<file path="config.mk">
export PLATFORM = sky130hd
export DESIGN_NAME = counter_seq_ctrl
export DESIGN_NICKNAME = d
export VERILOG_FILES = /design/src/rtl/counter_seq_ctrl_pkg.sv /design/src/rtl/counter_seq_ctrl_cycle_watchdog.sv /design/src/rtl/counter_seq_ctrl.sv
export SDC_FILE = /design/constraint.sdc
export NUM_CORES = 1
export LEC_CHECK = 0
export ABC_AREA = 1
export CORE_MARGIN = 2
export CORE_UTILIZATION = 48
export DETAILED_ROUTE_END_ITERATION = 7
export PLACE_DENSITY = 0.74
export SLEW_MARGIN = 25
export SYNTH_ARGS = -nofsm -noshare
export SYNTH_HDL_FRONTEND = slang
export SYNTH_SLANG_ARGS = --single-unit
</file>
<file path="constraint.sdc">
create_clock -name clk -period 3.1 [get_ports clk]
set_input_delay 0.62 -clock clk [delete_from_list [all_inputs] [get_ports clk]]
set_output_delay 0.62 -clock clk [all_outputs]
set_load 0.02 [all_outputs]
</file>
<file path="src/rtl/counter_seq_ctrl_pkg.sv">
// Shared definitions for the counter sequencing controller: state encodings,
// default counter width, load/count mode encodings and a width helper.
package counter_seq_ctrl_pkg;

    localparam int WIDTH_DEF = 4;

    localparam logic MODO_LOAD  = 1'b1;
    localparam logic MODO_COUNT = 1'b0;

    typedef enum logic [2:0] {
        ST_IDLE  = 3'd0,
        ST_LOAD  = 3'd1,
        ST_CHECK = 3'd2,
        ST_COUNT = 3'd3,
        ST_DONE  = 3'd4,
        ST_ERROR = 3'd5
    } state_t;

    // Bits needed to hold the values 0..maxCount inclusive.
    function automatic int wdogWidth(input int maxCount);
        return $clog2(maxCount + 1);
    endfunction

endpackage

</file>
<file path="src/rtl/counter_seq_ctrl_cycle_watchdog.sv">
// Saturating cycle watchdog: counts enabled cycles since the last clear and
// flags expiry once MAX cycles have been seen.
module counter_seq_ctrl_cycle_watchdog
    import counter_seq_ctrl_pkg::*;
#(
    parameter int MAX = 16
) (
    input  logic clk,
    input  logic reset_n,
    input  logic i_clear,
    input  logic i_inc,
    output logic o_expired
);

    localparam int            CW      = wdogWidth(MAX);
    localparam logic [CW-1:0] MAX_VAL = CW'(MAX);

    logic [CW-1:0] r_count;

    // Count enabled cycles, holding at MAX so the expiry flag stays asserted.
    always_ff @(posedge clk or negedge reset_n) begin
        if (!reset_n) begin
            r_count <= '0;
        end else if (i_clear) begin
            r_count <= '0;
        end else if (i_inc && (r_count != MAX_VAL)) begin
            r_count <= r_count + 1'b1;
        end
    end

    assign o_expired = (r_count == MAX_VAL);

endmodule

</file>
<file path="src/rtl/counter_seq_ctrl.sv">
// Initiator for an external loadable up-counter: loads a start value, verifies
// the load, counts to a terminal value and pulses done. A load-back mismatch or
// a watchdog expiry parks the controller in a sticky error state.
module counter_seq_ctrl
    import counter_seq_ctrl_pkg::*;
#(
    parameter int WIDTH    = WIDTH_DEF,
    parameter int WDOG_MAX = 2**WIDTH
) (
    input  logic             clk,
    input  logic             reset_n,
    input  logic             start,
    input  logic [WIDTH-1:0] preset,
    input  logic [WIDTH-1:0] terminal,
    input  logic             hold,
    input  logic             abort,
    input  logic [WIDTH-1:0] Q,
    output logic             enb,
    output logic             modo,
    output logic [WIDTH-1:0] data,
    output logic             busy,
    output logic             done,
    output logic             error
);

    state_t           r_state;
    state_t           w_next;
    logic [WIDTH-1:0] r_preset;
    logic [WIDTH-1:0] r_terminal;
    logic             w_match;
    logic             w_loadOk;
    logic             w_wdClear;
    logic             w_wdInc;
    logic             w_wdExpired;

    assign w_match   = (Q == r_terminal);
    assign w_loadOk  = (Q == r_preset);
    assign w_wdClear = (r_state == ST_CHECK);
    assign w_wdInc   = (r_state == ST_COUNT) && enb;

    counter_seq_ctrl_cycle_watchdog #(
        .MAX (WDOG_MAX)
    ) u_watchdog (
        .clk       (clk),
        .reset_n   (reset_n),
        .i_clear   (w_wdClear),
        .i_inc     (w_wdInc),
        .o_expired (w_wdExpired)
    );

    // State register.
    always_ff @(posedge clk or negedge reset_n) begin
        if (!reset_n) begin
            r_state <= ST_IDLE;
        end else begin
            r_state <= w_next;
        end
    end

    // Capture preset/terminal only when a start is accepted; abort suppresses it.
    always_ff @(posedge clk or negedge reset_n) begin
        if (!reset_n) begin
            r_preset   <= '0;
            r_terminal <= '0;
        end else if ((r_state == ST_IDLE) && start && !abort) begin
            r_preset   <= preset;
            r_terminal <= terminal;
        end
    end

    // Next-state and Moore outputs; enb in COUNT also depends on hold and Q.
    always_comb begin
        w_next = r_state;
        enb    = 1'b0;
        modo   = MODO_COUNT;
        data   = '0;
        busy   = 1'b1;
        done   = 1'b0;
        error  = 1'b0;
        case (r_state)
            ST_IDLE: begin
                busy = 1'b0;
                if (start) begin
                    w_next = ST_LOAD;
                end
            end
            ST_LOAD: begin
                enb    = 1'b1;
                modo   = MODO_LOAD;
                data   = r_preset;
                w_next = ST_CHECK;
            end
            ST_CHECK: begin
                w_next = w_loadOk ? ST_COUNT : ST_ERROR;
            end
            ST_COUNT: begin
                enb = !hold && !w_match && !w_wdExpired;
                if (w_match) begin
                    w_next = ST_DONE;
                end else if (w_wdExpired) begin
                    w_next = ST_ERROR;
                end
            end
            ST_DONE: begin
                done   = 1'b1;
                w_next = ST_IDLE;
            end
            ST_ERROR: begin
                error = 1'b1;
            end
            default: begin
                busy   = 1'b0;
                w_next = ST_IDLE;
            end
        endcase
        if (abort) begin
            w_next = ST_IDLE;
        end
    end

endmodule

</file>
==> results.yml <==
status:
  status: "finished clean"
logic_synthesis:
  synth_fa_ha_area_frac: 0.0240
  yosys_warnings: 0
  ys_ff_latch: 16
  synth_xor_area_frac: 0.0421
  synth_compound_gate_area_share: 0.0589
  syn_area_mm2: 0.00104
  synth_top_family_by_area: "simple AND/OR/NAND/NOR gates"
  netlist-cell-type-count: 21
  syn_inst: 147
  ys_seq_area_frac: 0.385
  synthMuxAreaShare: 0
  synthSimpleGateAreaFrac: 0.403
  synth_fp_nets: 166
  synth_area_per_cell_um2: 7.08
clocking:
  cts_hold_buf: 0
  cts_buffer_depth: 2
  cts_max_level: 1
  cts_buffers: 3
  postCtsSetupBuffers: 0
  ctsResizeCount: 0
  clk_pin_slew_ns: 0.09
  root_buffer: "clkbuf_4"
  cts.sinks: 16
  clkLatencyLatePin_ns: 0.29
  cts_tree: "yes"
layout:
  drive_gt1_frac: 0.103
  fin_nets: 195
  syn_to_final_growth_pct: 30.3
  stdcell_area_mm2: 0.00136
  final_core_util: 0.678
  antenna_cells: 0
pwr:
  p_sw_w: 0.000456
  seqPwrFrac: 0.335
  switching_share: 0.441
  p_comb_frac: 0.531
  powerDensity_mw_per_mm2: 762
  ir_drop_mv: 0.518
  clkPwrFrac: 0.134
  p_int_w: 0.000577
  power.total_w: 0.00103
  leakagePower_nw: 0.730
global_routing:
  grt_first_pass_wirelength_um: 4000
  grt.total_usage: 0.205
  grt_pass1_vias: 992
  overflow: 0
  grt_max_degree: 17
  antenna_found_initial: 0
route:
  viasPerCell: 4.86
  remaining_drc_errors: 0
  antenna_left: 0
  vias: 982
  drtIter0Drc: 16
  routedWlPerCell_um: 11.2
  routed_wl_um: 2250
  first_pass_iters: 4
sta:
  finalSetupViolCount: 0
  period_share: 0.938
  fin_skew_ns: 0.00591
  fmax_ghz: 0.344
  hold_viol_final: 0
  final.setup.tns_ns: 0
  rsz0062_at_grt: "no"
  max_slew_margin: 0.510
  slew_viol_final: 0
  setup_ws_ns: 0.192
  tightest_slew_ns: 0.732
  fin_crit_ns: 2.91
die:
  num_rows: 16
  die_x_um: 50.6
  core_mm2: 0.00200
  dieArea_mm2: 0.00256
  initial_utilization: 0.520
  fp.dieH_um: 50.6
  ioPinCount: 26
place:
  dpl-instance-area_mm2: 0.00132
  globalplace.congestion: 0.868
  place_ws_ns: 0.190
  port_buffers: 25
  dp_hpwl_um: 1740
job:
  maxCapViolCount: 0
setup_path:
  start_kind: "input pin"
  cp.required_ns: 2.48
  critPathKind: "input pin to primary output"
  cp-end-kind: "primary output"
  critPathArrivalTime_ns: 2.29
  path_max_fanout: 7
hold_path:
  hold_path.class: "register to register"
-- registers in the layout (all words and copies together), names as in the netlist --
| register | cells |
|---|---|
| u_watchdog.r_count | 5 |
| r_terminal | 4 |
| r_state | 3 |
| r_preset | 4 |
-- layout by cell type, fill, tap and decap left out, types with 2 or more instances in the layout --
cell	n
nand3_1	13
nor2_1	23
ha_1	2
nand2_2	3
nand3_2	2
inv_2	3
a21oi_1	9
dfrtp_1	16
o21ai_0	2
clkdlybuf4s50_1	25
xor2_1	5
inv_1	20
nand2_1	40
clkbuf_4	3
-- Yosys cell counts --
cell type / count / area [µm²]
a21oi_1: 9 / 45.0
buf_2: 1 / 5.00
dfrtp_1: 16 / 400
ha_1: 2 / 25.0
inv_1: 20 / 75.1
inv_2: 3 / 11.3
nand2_1: 40 / 150
nand2_2: 3 / 18.8
nand3_1: 13 / 65.1
nand3_2: 2 / 20.0
nand3b_4: 1 / 20.0
nand4_2: 1 / 12.5
nor2_1: 23 / 86.3
nor2_2: 1 / 6.26
nor2_4: 1 / 11.3
nor2b_4: 1 / 13.8
nor3_1: 1 / 5.00
nor3_2: 1 / 10.0
o21ai_0: 2 / 10.0
o22ai_1: 1 / 6.26
xor2_1: 5 / 43.8
-- worst max-delay path, cell delays in order --
cell and delay [ns]:
clkdlybuf4s50_1 0.52, inv_1 0.05, nand2_1 0.05, nand2_1 0.05, nor2_1 0.14, nand2_2 0.12
nand3b_4 0.14, nand2_1 0.06, clkdlybuf4s50_1 0.53
-- through the flow --
| step | cells | hold slack, ns |
|---|---|---|
| 2_1_floorplan | 147 | 0.324 |
| 3_3_place_gp | 198 | 0.521 |
| 6_report | 202 | 0.546 |
| 3_5_place_dp | 198 | 0.533 |
| 4_1_cts | 202 | 0.547 |
| 5_1_grt | 202 | 0.577 |
-- metal layers --
| metal | track usage | wire length, µm |
|---|---|---|
| met1 | 0.247 | 1060 |
| met2 | 0.349 | 1070 |
| met3 | 0.0625 | 102 |
| met4 | 0.0631 | 21 |
| met5 | 0 | 0 |
-- power groups by stage --
stage                     Combinational, W  Clock (W)  Sequential, W
after CTS                         0.000553   0.000142       0.000344
after global placement            0.000541          0       0.000345
after global routing              0.000616   0.000152       0.000353
after floorplan                   0.000360          0       0.000333
final                             0.000549   0.000138       0.000346
after detailed placement          0.000549          0       0.000347
-- worst paths after layout --
path / from / depth (start not counted) / endpoint / slack [ns]
hold reg to reg: r_terminal[0] / 2 / r_terminal[0] / 0.55
setup / recovery: Q[2] / 9 / enb / 0.19
hold / removal: r_terminal[0] / 2 / r_terminal[0] / 0.55
min in group asynchronous: reset_n / 1 / r_state[1] / 0.76
setup reg to reg: r_state[1] / 4 / r_terminal[0] / 1.73
max in group asynchronous: reset_n / 1 / u_watchdog.r_count[1] / 1.88
-- cells by family (layout without fill, tap and decap cells) --
family | count (synthesis) | after routing
XOR/XNOR | 5 | 5
adder cells (fa/ha/maj) | 2 | 2
buffers and inverters | 24 | 52
AO/OA/AOI/OAI | 12 | 12
AND/OR/NAND/NOR | 88 | 88
flip-flops | 16 | 16
-- cell type report --
cell class,instances,area [µm²]
clock buffer,4,36.3
fill,164,646
inverter,23,86.3
multi-input combinational,107,549
sequential,16,400
tap,27,33.8
timing repair buffer,25,250
Note: power is estimated with default switching activity, not from simulation.
==> RTL change 1, RTL diff (same settings) <==
Add an input register stage for `start`, `terminal`, `hold`, `abort` and `Q`; this delays them by one clock.
--- a/src/rtl/counter_seq_ctrl.sv
+++ b/src/rtl/counter_seq_ctrl.sv
@@ -23,6 +23,20 @@
     output logic             error
 );
 
+    logic start_q;
+    logic [WIDTH-1:0] terminal_q;
+    logic hold_q;
+    logic abort_q;
+    logic [WIDTH-1:0] Q_q;
+
+    always_ff @(posedge clk) begin
+        start_q    <= start;
+        terminal_q <= terminal;
+        hold_q     <= hold;
+        abort_q    <= abort;
+        Q_q        <= Q;
+    end
+
     state_t           r_state;
     state_t           w_next;
     logic [WIDTH-1:0] r_preset;
@@ -33,8 +47,8 @@
     logic             w_wdInc;
     logic             w_wdExpired;
 
-    assign w_match   = (Q == r_terminal);
-    assign w_loadOk  = (Q == r_preset);
+    assign w_match   = (Q_q == r_terminal);
+    assign w_loadOk  = (Q_q == r_preset);
     assign w_wdClear = (r_state == ST_CHECK);
     assign w_wdInc   = (r_state == ST_COUNT) && enb;
 
@@ -62,9 +76,9 @@
         if (!reset_n) begin
             r_preset   <= '0;
             r_terminal <= '0;
-        end else if ((r_state == ST_IDLE) && start && !abort) begin
+        end else if ((r_state == ST_IDLE) && start_q && !abort_q) begin
             r_preset   <= preset;
-            r_terminal <= terminal;
+            r_terminal <= terminal_q;
         end
     end
 
@@ -80,7 +94,7 @@
         case (r_state)
             ST_IDLE: begin
                 busy = 1'b0;
-                if (start) begin
+                if (start_q) begin
                     w_next = ST_LOAD;
                 end
             end
@@ -94,7 +108,7 @@
                 w_next = w_loadOk ? ST_COUNT : ST_ERROR;
             end
             ST_COUNT: begin
-                enb = !hold && !w_match && !w_wdExpired;
+                enb = !hold_q && !w_match && !w_wdExpired;
                 if (w_match) begin
                     w_next = ST_DONE;
                 end else if (w_wdExpired) begin
@@ -113,7 +127,7 @@
                 w_next = ST_IDLE;
             end
         endcase
-        if (abort) begin
+        if (abort_q) begin
             w_next = ST_IDLE;
         end
     end
Function: changed (a bounded check fails within 4 cycles, from zero or initial values and one cycle with reset_n low).
==> RTL change 1 against the original RTL <==
Synthesized area is 27% higher. Setup slack better by 0.19 ns. Sequential cell count rose by 11. Sequential share of layout area increased by 8.8 points. Critical path depth fell by 1. Synthesized cell count increased by 8.8%. Count of clock-buffer cells in the layout down 1. Fmax increased by 6.9%. Design area up 20%. Hold slack lost 0.055 ns. Wire length is 6.3% higher. Total power is 20% higher. Largest power group unchanged.
==> RTL change 1: results (changes against the original RTL) <==
* Result of the run: complete, no violations
* Syn nets at 179 (+7.8%)
* Nets at 208 (+6.7%)
* Synth cell count leaders: sky130_fd_sc_hd__nand2_1, sky130_fd_sc_hd__nor2_1, sky130_fd_sc_hd__inv_1
* Final hold slack at 0.492 ns (-0.0546 ns)
* Min-Delay Startpoint: terminal_q[2]
* Router iterations before antenna repair at 4 (unchanged)
* Via-per-instance ratio at 4.88 (+0.30%)
* Flop2flop setup slack at 1.59 ns (-0.14 ns)
* Vias in the first global route at 1021 (+2.9%)
* Initial antenna violation count at 0 (unchanged)
* Synthesized-area fraction occupied by ao, oa, aoi and oai cells at 8.93% (+3.0 points)
* Final clock skew at 0.00551 ns (-0.000396 ns)
* Clock Path Buffers at 2 (unchanged)
* Synth Area in Adders at 1.90% (-0.50 points)
* DR iter-0 viols at 28 (+12)
* DP HPWL at 1.90 mm (+8.9%)
* H-tree lvl count at 1 (unchanged)
* Worst slew pin tran at 0.733 ns (+0.000862 ns)
* Master of the slowest instance on the critical path: sky130_fd_sc_hd__clkdlybuf4s50_1
* Number of port buffers at 25 (unchanged)
* Hold path endpoint: r_terminal[2]
* Family of cells with the greatest summed delay on the critical path: buffers and inverters
* GRT Overall Usage at 16.7% (-3.8 points)
* Highest ir drop seen on vdd at 399 uV (-23%)
* Worst reg2reg startpoint: r_state[0]
* Antenna fix cells at 0 (unchanged)
* Ratio of cells with drive above 1 in the final layout at 18.6% (+8.3 points)
* Biggest area contributors in the synthesized netlist: sky130_fd_sc_hd__dfrtp_1, sky130_fd_sc_hd__dfxtp_1, sky130_fd_sc_hd__nand2_1
* Pin count of the biggest net entering global routing at 17 (unchanged)
* Clock latency on the worst-skew pair at 0.32 ns (+0.03 ns)
* Data arrival at the endpoint of the critical path at 2.10 ns (-0.19 ns)
* Synthesized-area fraction occupied by xor and xnor cells at 3.99% (-0.22 points)
* Max incr delay on CP at 0.59 ns (+0.06 ns)
* Max reg flops at 5 (unchanged)
* Reg2Reg Capture Point: r_terminal[3]
* Post-synth cell types at 23 (+9.5%)
* Largest fanout of any net on the critical path at 7 (unchanged)
* Most flop-heavy register: u_watchdog.r_count
* Worst hold path stage count at 2 (unchanged)
* Clk pin slew, worst setup/hold paths at 0.14 ns (+0.05 ns)
* Leakage power at 0.832 nW (+14%)
* Post-synthesis sequential area ratio at 47.1% (+8.6 points)
* Weighted congestion reported at the end of routability-driven placement at 0.855 (-1.5%)
* Async set-or-reset flop fraction in the synthesized netlist at 59.3% (-41 points)
* Worst r2r path cells at 4 (unchanged)
* Wire length of the first global-routing pass at 4.26 mm (+6.4%)
* Setup fix buffers added after clock tree synthesis at 0 (unchanged)
* Final routed wirelength across all metal layers at 2.40 mm (+6.3%)
[RTL change 1: cell types whose count changed after synthesis, sizes merged]
cell / unedited run / this run
a21oi: 9 / 10
dfxtp: 0 / 11
inv: 23 / 27
nand2: 43 / 42
nand3b: 1 / 0
nand4: 1 / 0
nor2b: 1 / 0
xor2: 5 / 6
[RTL change 1: report_power, final]
group | leakage (nW) | internal (mW) | switching, mW
clock network | 0.0177 | 0.0483 | 0.102
registers | 0.289 | 0.429 | 0.0639
logic | 0.525 | 0.243 | 0.353
[RTL change 1: layout make-up]
type	count	area (sq um)
fill	233	923
sequential	27	621
multi-input combinational	105	584
timing repair buffer	25	250
inverter	27	101
tap	30	37.5
clock buffer	3	22.5
clock inverter	1	5.00
[RTL change 1: how the worst max path moves through the flow]
stage	from	end	slack [ns]
after floorplan	r_state[2]	data[0]	1.20
after global placement	u_watchdog.r_count[0]	enb	0.79
after detailed placement	u_watchdog.r_count[0]	enb	0.75
after CTS	u_watchdog.r_count[0]	enb	0.37
after global routing	u_watchdog.r_count[0]	enb	0.27
final	u_watchdog.r_count[0]	enb	0.38
[RTL change 1: per-layer routing]
| metal | wire, um | up-vias | GRT usage (%) |
|---|---|---|---|
| met5 | 0 | - | 0 |
| met4 | 15 | 0 | 3.06 |
| met3 | 108 | 2 | 2.53 |
| met2 | 1180 | 25 | 30.9 |
| met1 | 1090 | 494 | 20.4 |
| li1 | - | 542 | - |
[RTL change 1: per-stage QoR]
stage / worst slack, ns / instances / power [mW] / instance area, sq um / utilization [%]
global route: 0.265 / 218 / 1.34 / 1620 / 63.7
global placement: 0.792 / 214 / 1.09 / 1590 / 62.6
CTS: 0.372 / 218 / 1.25 / 1620 / 63.7
detailed placement: 0.745 / 214 / 1.10 / 1590 / 62.6
floorplan: 1.20 / 160 / 0.906 / 1320 / -
finish: 0.380 / 218 / 1.24 / 1620 / 63.7
[RTL change 1: worst reg2reg max path, stage by stage (launching register included)]
cell	delay [ns]
sky130_fd_sc_hd__dfrtp_1	0.46
sky130_fd_sc_hd__nor2_1	0.22
sky130_fd_sc_hd__nand3_2	0.40
sky130_fd_sc_hd__nor2_1	0.27
sky130_fd_sc_hd__a21oi_2	0.04
[RTL change 1: kinds of logic after synthesis]
group	Yosys count
flip-flops	27
AO/OA/AOI/OAI	13
AND/OR/NAND/NOR	84
XOR/XNOR	6
adder cells (fa/ha/maj)	2
buffers and inverters	28
==> RTL change 2, RTL diff (same flow settings) <==
Without the edit above. Change the package constant `WIDTH_DEF` from 4 to 5.
--- a/src/rtl/counter_seq_ctrl_pkg.sv
+++ b/src/rtl/counter_seq_ctrl_pkg.sv
@@ -2,7 +2,7 @@
 // default counter width, load/count mode encodings and a width helper.
 package counter_seq_ctrl_pkg;
 
-    localparam int WIDTH_DEF = 4;
+    localparam int WIDTH_DEF = 5;
 
     localparam logic MODO_LOAD  = 1'b1;
     localparam logic MODO_COUNT = 1'b0;
Interface: changed (resized Q, data, preset and terminal); port bits go from 26 to 30. The function was not compared with the original's and may differ.
==> RTL change 2 against the original RTL <==
Combinational power up 8.2%. Setup slack better by 0.0028 ns. Hold slack worse by 0.0091 ns. Wire length up 16%. Synthesized area up 13%. Design area up 12%. Utilization down 0.66 points. Sequential cell count up 3. Count of clock-buffer cells in the layout down 1. Total power up 8.5%. Critical path type unchanged.
==> RTL change 2: results (changes against the original RTL) <==
* Weighted congestion reported at the end of routability-driven placement at 0.875 (+0.81%)
* Path category of the worst min-delay check: reg -> reg
* Biggest area contributors in the synthesized netlist: sky130_fd_sc_hd__dfrtp_1, sky130_fd_sc_hd__nand2_1, sky130_fd_sc_hd__nor2_1
* Number of port buffers at 29 (+16%)
* Highest ir drop seen on vdd at 524 uV (+1.2%)
* Number of enable-type register cells in the synthesized netlist at 0 (unchanged)
* DP HPWL at 2.03 mm (+17%)
* H-tree lvl count at 1 (unchanged)
* Final clock skew at 0.00284 ns (-0.00307 ns)
* Nets at 219 (+12%)
* Final number of hold-violating endpoints at 0 (unchanged)
* Number of fill cells in the layout at 201 (+23%)
* Post-synth cell types at 23 (+9.5%)
* Number of buffers created by CTS at 3 (unchanged)
* Ratio of cells with drive above 1 in the final layout at 8.16% (-2.1 points)
* Cell chosen for the clock root: sky130_fd_sc_hd__clkbuf_4
* Async set-or-reset flop fraction in the synthesized netlist at 100% (unchanged)
* Max incr delay on CP at 0.55 ns (+0.02 ns)
* Wire length of the first global-routing pass at 4.62 mm (+16%)
* Via count at 1159 (+18%)
* Largest fanout of any net on the critical path at 4 (-3)
* Final setup violation count at 0 (unchanged)
* GRT Overall Usage at 22.3% (+1.9 points)
* Clk pin slew, worst setup/hold paths at 0.11 ns (+0.02 ns)
* Setup fix buffers added after clock tree synthesis at 0 (unchanged)
* Clock Path Buffers at 2 (unchanged)
* Synth cell count leaders: sky130_fd_sc_hd__nand2_1, sky130_fd_sc_hd__nor2_1, sky130_fd_sc_hd__inv_1
* Number of gates given a new drive strength after cts at 0 (unchanged)
* Router iterations before antenna repair at 5 (+1)
* Final routed wirelength across all metal layers at 2.60 mm (+16%)
* Largest registers: u_watchdog.r_count (6), r_preset (5), r_terminal (5)
* Initial antenna violation count at 0 (unchanged)
* Vias in the first global route at 1121 (+13%)
* Data arrival at the endpoint of the critical path at 2.29 ns (about the same)
* Master of the slowest instance on the critical path: sky130_fd_sc_hd__clkdlybuf4s50_1
* Result of the run: complete, no violations
* Leakage power at 0.803 nW (+10%)
* Antenna fix cells at 0 (unchanged)
* Post-synthesis sequential area ratio at 40.6% (+2.1 points)
* Yosys synthesis warning count at 0 (unchanged)
* DR iter-0 viols at 27 (+11)
* Clock latency on the worst-skew pair at 0.29 ns (about the same)
* Pin count of the biggest net entering global routing at 20 (+3)
* Syn nets at 186 (+12%)
* Placement Setup Slack at 0.223 ns (+0.0322 ns)
* Worst slew pin tran at 0.827 ns (+0.0948 ns)
==> RTL change 2: layer usage <==
metal,track usage [%],routed length [um]
met1,27.8,1130
met2,37.7,1300
met3,3.67,125
met4,9.83,45
met5,0,0
==> RTL change 2: critical path, delay by kind of cell <==
family / cells / cell delay (ns)
AND/OR/NAND/NOR: 6 / 0.53
buffers and inverters: 3 / 1.13
==> RTL change 2: area by class of cell <==
type | instances | share of cell area, %
clock inverters | 1 | 0.331
repair buffers | 30 | 19.7
multi-input cells | 117 | 38.3
flip-flops and latches | 19 | 31.4
clock buffers | 3 | 1.49
inverters | 26 | 6.45
well taps | 28 | 2.32
==> RTL change 2: where the power goes <==
part	internal [mW]	switching [mW]	total, mW
Sequential	0.334	0.0664	0.400
Combinational	0.253	0.341	0.594
Clock	0.0480	0.0786	0.127
==> RTL change 2: final timing paths <==
check                         startpoint             to  slack (ns)  cells after the start
max reg2reg                   r_state[2]  r_terminal[0]        1.55                      3
min                        r_terminal[4]  r_terminal[4]        0.54                      1
min reg2reg                r_terminal[4]  r_terminal[4]        0.54                      1
min in group asynchronous        reset_n    r_preset[0]        0.79                      1
max in group asynchronous        reset_n    r_preset[3]        1.80                      1
max                                 Q[2]            enb        0.19                      9
==> RTL change 2: logic make-up (layout without fill, tap and decap cells) <==
logic type / Yosys count / count (layout) / synth area share, %
buf+inv: 28 / 60 / 9.94
simple gates: 93 / 93 / 34.1
mux: 2 / 2 / 1.92
flops: 19 / 19 / 40.6
xor+xnor: 7 / 7 / 5.24
fa+ha+maj: 2 / 2 / 2.14
compound gates: 13 / 13 / 6.09
==> RTL change 2: metrics by stage <==
stage / instance area [sq um] / hold slack (ns) / power (mW) / util (%) / std cells
floorplan: 1170 / 0.324 / 0.784 / - / 164
global placement: 1490 / 0.514 / 0.976 / 65.9 / 220
detailed placement: 1490 / 0.519 / 1.00 / 65.9 / 220
CTS: 1510 / 0.546 / 1.13 / 67.1 / 224
global route: 1510 / 0.581 / 1.22 / 67.1 / 224
finish: 1510 / 0.537 / 1.12 / 67.1 / 224
